[src/rtl/pc_redirect_ctrl_pkg.sv]
// ---------------------------------------------------------------------------
// pc_redirect_ctrl_pkg
// Shared definitions for the PC redirect controller: default datapath width,
// drain counter width, FSM state encodings and the target alignment helper.
// ---------------------------------------------------------------------------
package pc_redirect_ctrl_pkg;

  localparam int XLEN_DEFAULT    = 32;
  localparam int REDIR_CNT_WIDTH = 4;

  typedef enum logic [1:0] {
    REDIR_IDLE  = 2'd0,
    REDIR_ISSUE = 2'd1,
    REDIR_DRAIN = 2'd2
  } redir_state_e;

  // Without compressed instructions every target must be 4-byte aligned;
  // bit0 is always cleared or zero, so bit1 alone decides.
  function automatic logic target_misaligned(input logic [1:0] low_bits);
    return low_bits[1];
  endfunction

endpackage

[src/rtl/pc_redirect_ctrl_target_calc.sv]
// ---------------------------------------------------------------------------
// redir_target_calc
// Combinational JALR target adder, bit0 clear, misalignment detect and the
// trap > jalr > br priority mux.
// Ports:
//   trap_req/trap_pc        trap redirect (never alignment-checked)
//   jalr_req/jalr_rs1/imm   JALR operands; target = (rs1 + imm) & ~1
//   br_req/br_pc            branch/JAL precomputed target
//   winner_valid            some request is present
//   winner_pc               target of the highest-priority request
//   winner_misaligned       winning jalr/br target has bit1 set
// ---------------------------------------------------------------------------
module redir_target_calc
  import pc_redirect_ctrl_pkg::*;
#(
  parameter int XLEN = XLEN_DEFAULT
) (
  input  logic            trap_req,
  input  logic [XLEN-1:0] trap_pc,
  input  logic            jalr_req,
  input  logic [XLEN-1:0] jalr_rs1,
  input  logic [XLEN-1:0] jalr_imm,
  input  logic            br_req,
  input  logic [XLEN-1:0] br_pc,
  output logic            winner_valid,
  output logic [XLEN-1:0] winner_pc,
  output logic            winner_misaligned
);

  logic [XLEN-1:0] jalr_sum_s;
  logic [XLEN-1:0] jalr_tgt_s;

  // JALR target: wrapping add, then force bit0 low.
  always_comb begin
    jalr_sum_s = jalr_rs1 + jalr_imm;
    jalr_tgt_s = {jalr_sum_s[XLEN-1:1], 1'b0};
  end

  // Priority select; a trap target is taken as-is with no alignment check.
  always_comb begin
    winner_valid      = 1'b0;
    winner_pc         = {XLEN{1'b0}};
    winner_misaligned = 1'b0;
    if (trap_req) begin
      winner_valid      = 1'b1;
      winner_pc         = trap_pc;
      winner_misaligned = 1'b0;
    end else if (jalr_req) begin
      winner_valid      = 1'b1;
      winner_pc         = jalr_tgt_s;
      winner_misaligned = target_misaligned(jalr_tgt_s[1:0]);
    end else if (br_req) begin
      winner_valid      = 1'b1;
      winner_pc         = br_pc;
      winner_misaligned = target_misaligned(br_pc[1:0]);
    end else begin
      winner_valid      = 1'b0;
      winner_pc         = {XLEN{1'b0}};
      winner_misaligned = 1'b0;
    end
  end

endmodule

[src/rtl/pc_redirect_ctrl.sv]
// ---------------------------------------------------------------------------
// pc_redirect_ctrl
// Sequences trap / JALR / branch redirects into fetch with a valid/ready
// handshake, then holds IF/ID in flush for FLUSH_CYCLES after the accept.
// Ports:
//   clk, rst                 clock, synchronous active-high reset
//   trap_req, trap_pc        trap redirect (preempts ISSUE and DRAIN)
//   jalr_req, jalr_rs1/imm   JALR request and operands
//   br_req, br_pc            taken branch / JAL request and target
//   redir_valid, redir_pc    redirect offered to fetch (registered)
//   redir_ready              fetch accepts the redirect
//   flush_o                  kill IF/ID contents (ISSUE and DRAIN)
//   busy_o                   controller not in IDLE
//   misalign_o, misalign_pc  one-cycle misaligned-target report
// All outputs are registered; redir_ready only affects next-state values.
// ---------------------------------------------------------------------------
module pc_redirect_ctrl
  import pc_redirect_ctrl_pkg::*;
#(
  parameter int XLEN         = XLEN_DEFAULT,
  parameter int FLUSH_CYCLES = 2
) (
  input  logic            clk,
  input  logic            rst,
  input  logic            trap_req,
  input  logic [XLEN-1:0] trap_pc,
  input  logic            jalr_req,
  input  logic [XLEN-1:0] jalr_rs1,
  input  logic [XLEN-1:0] jalr_imm,
  input  logic            br_req,
  input  logic [XLEN-1:0] br_pc,
  output logic            redir_valid,
  output logic [XLEN-1:0] redir_pc,
  input  logic            redir_ready,
  output logic            flush_o,
  output logic            busy_o,
  output logic            misalign_o,
  output logic [XLEN-1:0] misalign_pc
);

  localparam logic [REDIR_CNT_WIDTH-1:0] CNT_LOAD = REDIR_CNT_WIDTH'(FLUSH_CYCLES);
  localparam logic [REDIR_CNT_WIDTH-1:0] CNT_ONE  = {{(REDIR_CNT_WIDTH-1){1'b0}}, 1'b1};

  redir_state_e                state_r, state_s;
  logic [REDIR_CNT_WIDTH-1:0]  cnt_r, cnt_s;
  logic                        redir_valid_s;
  logic [XLEN-1:0]             redir_pc_s;
  logic                        flush_s;
  logic                        busy_s;
  logic                        misalign_s;
  logic [XLEN-1:0]             misalign_pc_s;

  logic                        winner_valid_s;
  logic [XLEN-1:0]             winner_pc_s;
  logic                        winner_misaligned_s;

  redir_target_calc #(.XLEN(XLEN)) u_target_calc (
    .trap_req          (trap_req),
    .trap_pc           (trap_pc),
    .jalr_req          (jalr_req),
    .jalr_rs1          (jalr_rs1),
    .jalr_imm          (jalr_imm),
    .br_req            (br_req),
    .br_pc             (br_pc),
    .winner_valid      (winner_valid_s),
    .winner_pc         (winner_pc_s),
    .winner_misaligned (winner_misaligned_s)
  );

  // State, drain counter and all output registers.
  always_ff @(posedge clk) begin
    if (rst) begin
      state_r     <= REDIR_IDLE;
      cnt_r       <= {REDIR_CNT_WIDTH{1'b0}};
      redir_valid <= 1'b0;
      redir_pc    <= {XLEN{1'b0}};
      flush_o     <= 1'b0;
      busy_o      <= 1'b0;
      misalign_o  <= 1'b0;
      misalign_pc <= {XLEN{1'b0}};
    end else begin
      state_r     <= state_s;
      cnt_r       <= cnt_s;
      redir_valid <= redir_valid_s;
      redir_pc    <= redir_pc_s;
      flush_o     <= flush_s;
      busy_o      <= busy_s;
      misalign_o  <= misalign_s;
      misalign_pc <= misalign_pc_s;
    end
  end

  // Next state and next registered output values; outputs follow the state
  // being entered so they line up with state_r one cycle later.
  always_comb begin
    state_s       = state_r;
    cnt_s         = cnt_r;
    redir_valid_s = redir_valid;
    redir_pc_s    = redir_pc;
    flush_s       = flush_o;
    busy_s        = busy_o;
    misalign_s    = 1'b0;
    misalign_pc_s = misalign_pc;

    case (state_r)
      REDIR_IDLE: begin
        redir_valid_s = 1'b0;
        flush_s       = 1'b0;
        busy_s        = 1'b0;
        if (winner_valid_s && !winner_misaligned_s) begin
          state_s       = REDIR_ISSUE;
          redir_pc_s    = winner_pc_s;
          redir_valid_s = 1'b1;
          flush_s       = 1'b1;
          busy_s        = 1'b1;
        end else if (winner_valid_s) begin
          // Misaligned jalr/br: report only, the trap unit follows up.
          misalign_s    = 1'b1;
          misalign_pc_s = winner_pc_s;
        end else begin
          state_s = REDIR_IDLE;
        end
      end

      REDIR_ISSUE: begin
        flush_s = 1'b1;
        busy_s  = 1'b1;
        if (trap_req) begin
          // A same-cycle handshake still completes; fetch then sees the trap.
          state_s       = REDIR_ISSUE;
          redir_pc_s    = trap_pc;
          redir_valid_s = 1'b1;
        end else if (redir_valid && redir_ready) begin
          state_s       = REDIR_DRAIN;
          cnt_s         = CNT_LOAD;
          redir_valid_s = 1'b0;
        end else begin
          redir_valid_s = 1'b1;
        end
      end

      REDIR_DRAIN: begin
        redir_valid_s = 1'b0;
        flush_s       = 1'b1;
        busy_s        = 1'b1;
        if (trap_req) begin
          state_s       = REDIR_ISSUE;
          redir_pc_s    = trap_pc;
          redir_valid_s = 1'b1;
        end else if (cnt_r <= CNT_ONE) begin
          state_s = REDIR_IDLE;
          cnt_s   = {REDIR_CNT_WIDTH{1'b0}};
          flush_s = 1'b0;
          busy_s  = 1'b0;
        end else begin
          cnt_s = cnt_r - CNT_ONE;
        end
      end

      default: begin
        state_s       = REDIR_IDLE;
        cnt_s         = {REDIR_CNT_WIDTH{1'b0}};
        redir_valid_s = 1'b0;
        flush_s       = 1'b0;
        busy_s        = 1'b0;
      end
    endcase
  end

endmodule

[config.mk]
export PLATFORM = sky130hd
export DESIGN_NAME = pc_redirect_ctrl
export DESIGN_NICKNAME = d
export VERILOG_FILES = /design/src/rtl/pc_redirect_ctrl_pkg.sv /design/src/rtl/pc_redirect_ctrl_target_calc.sv /design/src/rtl/pc_redirect_ctrl.sv
export SDC_FILE = /design/constraint.sdc
export NUM_CORES = 1
export LEC_CHECK = 0
export ABC_AREA = 1
export CORE_ASPECT_RATIO = 1.75
export CORE_MARGIN = 3
export CORE_UTILIZATION = 51
export CTS_BUF_LIST = sky130_fd_sc_hd__clkbuf_8 sky130_fd_sc_hd__clkbuf_16
export DETAILED_ROUTE_END_ITERATION = 16
export GPL_ROUTABILITY_DRIVEN = 1
export PLACE_DENSITY_LB_ADDON = 0.2
export SLEW_MARGIN = 25
export SYNTH_ARGS = -nofsm -noshare
export SYNTH_HDL_FRONTEND = slang
export SYNTH_HIERARCHICAL = 1
export SYNTH_SLANG_ARGS = --single-unit
[constraint.sdc]
create_clock -name clk -period 3.28 [get_ports clk]
set_input_delay 0.656 -clock clk [delete_from_list [all_inputs] [get_ports clk]]
set_output_delay 0.656 -clock clk [all_outputs]
set_load 0.02 [all_outputs]
==> results.json, run 1 <==
{
  "dp_hpwl_um": 17400,
  "worstPathRequired_ps": 3550,
  "skew_ps": 6.64,
  "p_leak_nw": 4.30,
  "clk_path_buf_depth": 2,
  "die_w_um": 90.1,
  "synthAdderAreaFrac_pct": 7.46,
  "timing.final.max_slew_violations": 0,
  "setup_viol": 0,
  "post-route-min-period_ps": 2870,
  "clock-sinks": 73,
  "utilization_pct": 72.0,
  "post-synth-top-count-cell": "nand2_1",
  "first_global_vias": 6923,
  "final_nets": 1434,
  "ctsRootBufferMaster": "clkbuf_16",
  "grt_first_pass_wirelength_um": 33400,
  "rsz0062_at_grt": "false",
  "irDropWorstVdd_mv": 0.305,
  "antenna_found_initial": 1,
  "dr.pass1.iters": 5,
  "grt_use_total_pct": 30.0,
  "syn_to_final_growth_pct": 37.8,
  "fmax_mhz": 349,
  "tritoncts": "built",
  "fp.dieH_um": 153,
  "worst_pin_slew_ps": 593,
  "synth_top_cell_by_area": "dfxtp_1",
  "power_mw": 5.25,
  "cts_hold_buf": 0,
  "wire_per_inst_um": 14.9,
  "status": "completed",
  "portBuffers": 201,
  "drt_iter0_drc": 579,
  "synthTopCellsByCount": "280 x nand2_1, 162 x inv_1, 146 x nor2_1",
  "final_antenna_net_count": 0,
  "finalSetupTns_ps": 0,
  "dp_slack_ps": 119,
  "syn_nets": 1244,
  "yosys.area_share.simple_pct": 33.6,
  "via_count": 7415,
  "cts_made_buffers": 9,
  "endpoint_kind": "flop",
  "final_hold_viol_count": 0,
  "ios": 202,
  "postLayoutSetupSlackWorst_ps": 412,
  "ys_types": 35,
  "synth-xor-area-share_pct": 1.53,
  "crit_type": "in2reg",
  "grt_overflow": 0,
  "start_util_pct": 52.3,
  "core_area_mm2": 0.0121,
  "synth.avg_cell_area_um2": 5.88,
  "dominantRegCellSynth": "dfxtp_1",
  "place_congestion": 1.03,
  "ys_seq_area_share_pct": 23.2,
  "fin_hold_ws_ps": 476,
  "powerDensity_mw_per_mm2": 604,
  "cp.arrival_ps": 3140,
  "placement_rows": 53,
  "synth_top_family_by_area": "simple AND/OR/NAND/NOR gates",
  "cts_setup_buffers": 0,
  "synth_async_sr_flop_share_pct": 0,
  "synth_mux_area_share_pct": 0,
  "drc": 0,
  "drive_gt1_share_pct": 6.23,
  "htree_levels": 3,
  "ys_ff_latch": 73,
  "fin_crit_sh_pct": 87.4,
  "cts_resized": 0,
  "wl_um": 21400,
  "synth_top_area_share_pct": 23.2,
  "min-delay-path-class": "reg2reg",
  "synth_compound_area_share_pct": 19.7,
  "die_area_mm2": 0.0138,
  "slew_headroom_pct": 60.5,
  "synth_cells": 1073,
  "startpoint_type": "input pin",
  "clkLatencyLatePin_ps": 330,
  "synth.area.top_cells": "dfxtp_1 23%, nand2_1 17%, inv_1 9.6%",
  "max-cap-violations": 0,
  "synth_edf_count": 0,
  "clk_pin_slew_ps": 60,
  "path_max_fanout": 5,
  "synth_warnings": 6,
  "grt_max_degree": 63,
  "via_per_inst": 5.17,
  "syn-cell-area_mm2": 0.00631
}
## where the power goes
group / total [mW] / switching (mW) / internal [mW]
logic: 2.90 / 1.73 / 1.17
registers: 1.39 / 0.189 / 1.20
clock network: 0.969 / 0.382 / 0.588
## cell type report
class	instances	area, um^2
multi-input cells	793	3930
fillers	1097	3370
repair buffers	220	2170
flip-flops and latches	73	1460
inverters	166	628
clock buffers	9	225
well taps	165	206
clock inverters	7	71.3
diodes	1	2.50
## through the flow
stage          instance area (um^2)  std cells
2_1_floorplan                  6310       1073
3_3_place_gp                   8400       1417
3_5_place_dp                   8400       1417
4_1_cts                        8690       1433
5_1_grt                        8690       1434
6_report                       8690       1434
## routing by layer
metal  global-route usage (%)  vias to the layer above  part of all wire [%]
met1                     32.9                     3307                    37
met5                        0                        -                     0
met3                     2.90                       58                   4.7
li1                         -                     3770                     -
met4                     14.5                        0                   4.4
met2                     56.6                      280                    53
## placed cells by master, fill, tap and decap left out, drive strengths merged
cell type / count
nand2: 297
clkdlybuf4s50: 201
inv: 168
nor2: 147
a21oi: 124
o21ai: 109
dfxtp: 73
nand3: 49
ha: 36
buf: 19
xor2: 10
clkbuf: 9
nand3b: 6
nand4: 5
clkinvlp: 2
nor3: 2
and3: 2
clkinv: 2
o21bai: 2
diode: 1
a31oi: 1
bufinv: 1
a22oi: 1
xnor2: 1
fa: 1
## cell families (layout without fill, tap and decap cells)
logic type                 after synthesis  count (layout)
adders and majority gates               37              37
other                                    0               1
buffers and inverters                  207             402
DFF                                     73              73
and+or+nand+nor                        508             508
xor gates and xnor gates                11              11
AOI/OAI and AO/OA                      237             237
## path summary, 6_finish.rpt
check             slack, ps      endpoint    startpoint  cells after the start
hold / removal          480  redir_pc[13]  redir_pc[13]                      2
setup / recovery        410   redir_pc[8]   jalr_rs1[1]                     15
setup reg to reg       1100  redir_pc[16]    state_r[1]                      7
hold reg to reg         480  redir_pc[13]  redir_pc[13]                      2
## registers in the layout, indices dropped and copies added (netlist names)
name,flops
redir_pc,32
redir_valid,1
state_r,2
misalign_pc,32
busy_o,1
misalign_o,1
cnt_r,4
## critical path: stages
cell and delay (ps):
clkdlybuf4s50_1 480, inv_1 60, fa_1 400, inv_1 120, nand3_1 90, nand3_1 130, nand2_1 90, nand2_1 130
xor2_1 230, nand2_1 90, a21oi_1 140, inv_1 70, o21ai_0 180, o21ai_0 130, nor2_1 120
(Power assumes the default switching activity.)
==> inputs of run 2 (changes only) <==
--- a/config.mk
+++ b/config.mk
@@ -16,5 +16,4 @@
 export SLEW_MARGIN = 25
 export SYNTH_ARGS = -nofsm -noshare
 export SYNTH_HDL_FRONTEND = slang
-export SYNTH_HIERARCHICAL = 1
 export SYNTH_SLANG_ARGS = --single-unit
==> run 2 against run 1 <==
  * Final area fell by 3.5%
  * Global-route usage rose by 3.4 points
  * Fmax up 0.65%
  * Routed wire length up 2.8%
  * Total power increased by 2.0%
  * First-iteration DRC count is 20% lower
  * Critical endpoint is now redir_pc[3]
  * Largest cell class unchanged
  * Highest routed layer unchanged
==> results.json, run 2 <==
{
  "power_mw": 5.36,
  "synth_cells": 1026,
  "clock-sinks": 73,
  "synth_top_cell_by_area": "dfxtp_1",
  "worstPathRequired_ps": 3500,
  "die_w_um": 87.8,
  "portBuffers": 201,
  "synthTopCellsByCount": "374 x nand2_1, 141 x inv_1, 110 x a21oi_1",
  "crit_path_frequent_cell": "inv_1",
  "reg2reg_to": "redir_pc[1]",
  "first_global_vias": 7102,
  "synth_top_area_share_pct": 24.5,
  "slew_headroom_pct": 54.2,
  "die_area_mm2": 0.0131,
  "crit_slowest_cell": "fa_1",
  "endpoint_kind": "flop",
  "ys_seq_area_share_pct": 24.5,
  "placement_rows": 51,
  "clk_pin_slew_ps": 60,
  "min-delay-start": "redir_pc[23]",
  "crit_start": "jalr_rs1[1]",
  "dominantRegCellSynth": "dfxtp_1",
  "min-delay-path-class": "reg2reg",
  "antenna_found_initial": 1,
  "cts_resized": 0,
  "drt_iter0_drc": 464,
  "r2r_start": "state_r[0]",
  "post-route-min-period_ps": 2850,
  "start_util_pct": 52.9,
  "setup_viol": 0,
  "ctsRootBufferMaster": "clkbuf_16",
  "cts_hold_buf": 0,
  "via_per_inst": 5.51,
  "critPathTopFamily": "buffers and inverters",
  "fp.dieH_um": 149,
  "grt_overflow": 0,
  "cp.arrival_ps": 3070,
  "p_leak_nw": 4.13,
  "core_area_mm2": 0.0113,
  "holdPathEnd": "redir_pc[23]",
  "reg_top3": "misalign_pc: 32 flops, redir_pc: 32 flops, cnt_r: 4 flops",
  "layout_common_cells": "374 x nand2_1, 200 x clkdlybuf4s50_1, 142 x inv_1",
  "powerDensity_mw_per_mm2": 638,
  "grt_first_pass_wirelength_um": 34100,
  "ys_types": 40,
  "wire_per_inst_um": 16.3,
  "crit_type": "in2reg",
  "via_count": 7458,
  "synth_async_sr_flop_share_pct": 0,
  "worst_pin_slew_ps": 686,
  "path_max_fanout": 23,
  "synth_warnings": 0,
  "tritoncts": "built",
  "min_path_cells": 2,
  "wl_um": 22000,
  "timing.final.max_slew_violations": 0,
  "r2r_slack_ps": 840,
  "max-cap-violations": 0,
  "synth_edf_count": 0,
  "final_antenna_net_count": 0,
  "cts_made_buffers": 9,
  "place_congestion": 1.00,
  "cp_cell_sequence": "clkdlybuf4s50_1 -> inv_1 -> fa_1 -> nor3_4 -> a31oi_4 -> a21oi_4 -> nor2_2 -> o21ai_2 -> inv_2 -> nand3_1 -> o211ai_1 -> inv_1",
  "htree_levels": 3,
  "critPathMaxStageDelay_ps": 660,
  "ff2ff_path_depth": 10,
  "ys_ff_latch": 73,
  "dr.pass1.iters": 5,
  "final_hold_viol_count": 0,
  "synth.avg_cell_area_um2": 5.82,
  "final_common_cell": "nand2_1",
  "clk_path_buf_depth": 2,
  "synth.area.top_cells": "dfxtp_1 24%, nand2_1 24%, a21oi_1 9.2%",
  "cts_setup_buffers": 0,
  "fin_crit_sh_pct": 86.9,
  "syn-cell-area_mm2": 0.00597,
  "irDropWorstVdd_mv": 0.354,
  "drc": 0,
  "finalSetupTns_ps": 0,
  "syn_to_final_growth_pct": 40.6,
  "grt_max_degree": 40,
  "fmax_mhz": 351,
  "syn_nets": 1197,
  "startpoint_type": "input pin",
  "skew_ps": 6.37,
  "post-synth-top-count-cell": "nand2_1",
  "ios": 202,
  "rsz0062_at_grt": "false",
  "dp_hpwl_um": 17600,
  "final_nets": 1386,
  "grt_use_total_pct": 33.4,
  "status": "completed",
  "drive_gt1_share_pct": 4.10,
  "clkLatencyLatePin_ps": 340,
  "path_buf_inv": 4
}
## run 2: changes by cell type after synthesis, sizes merged, moves of 3 or more
| cell | delta |
|---|---|
| clkbuf | +5 |
| nand2 | +82 |
| nand4 | -3 |
| buf | -6 |
| a31oi | +15 |
| a211oi | +6 |
| o21ai | -42 |
| nor2 | -79 |
| inv | -22 |
| nor3 | +6 |
| a21oi | -13 |
## run 2: worst max-delay path by stage
stage,depth (start not counted),slack (ps),endpoint
after CTS,12,460,redir_pc[3]
after global placement,12,180,redir_pc[3]
after detailed placement,12,110,redir_pc[3]
after global routing,12,290,redir_pc[3]
after floorplan,12,950,redir_pc[3]
final,12,430,redir_pc[3]
## run 2: worst min-delay path, cell delays in order (launching register included)
cell and delay [ps]:
dfxtp_1 300, nand2_1 60, a21oi_1 60
## run 2: cell families after synthesis
kind of cell	after synthesis	share of synthesized area (%)
buffers and inverters	184	12.6
AOI/OAI and AO/OA	208	18.9
and+or+nand+nor	514	34.7
adders and majority gates	37	7.88
DFF	73	24.5
xor gates and xnor gates	10	1.47
## run 2: area by class of cell
class | instances | area (um^2)
Timing Repair Buffer | 218 | 2160
Inverter | 144 | 543
Clock inverter | 7 | 76.3
Multi-Input combinational cell | 769 | 3760
Sequential cell | 73 | 1460
Fill cell | 988 | 2900
Clock buffer | 9 | 225
Antenna cell | 1 | 2.50
Tap cell | 132 | 165
## run 2: power breakdown
part	total, mW	leakage [nW]	internal [mW]	switching [mW]
Clock	1.00	0.148	0.596	0.409
Combinational	2.96	3.38	1.20	1.76
Sequential	1.39	0.602	1.20	0.189
## run 2: metal layers
metal  GRT usage [%]  part of all wire (%)
met4            22.0                   6.7
met2            60.8                    53
met1            34.3                    33
met5               0                     0
met3            4.37                   7.3
## run 2: through the flow
stage | util (%) | hold slack [ps] | instances | setup WS [ps] | area (um^2)
after floorplan | - | 479 | 1026 | 954 | 5970
after global placement | 71.6 | 453 | 1336 | 183 | 8090
after detailed placement | 71.6 | 458 | 1336 | 110 | 8090
after CTS | 74.3 | 471 | 1352 | 460 | 8390
after global routing | 74.3 | 491 | 1353 | 291 | 8390
final | 74.3 | 467 | 1353 | 431 | 8390
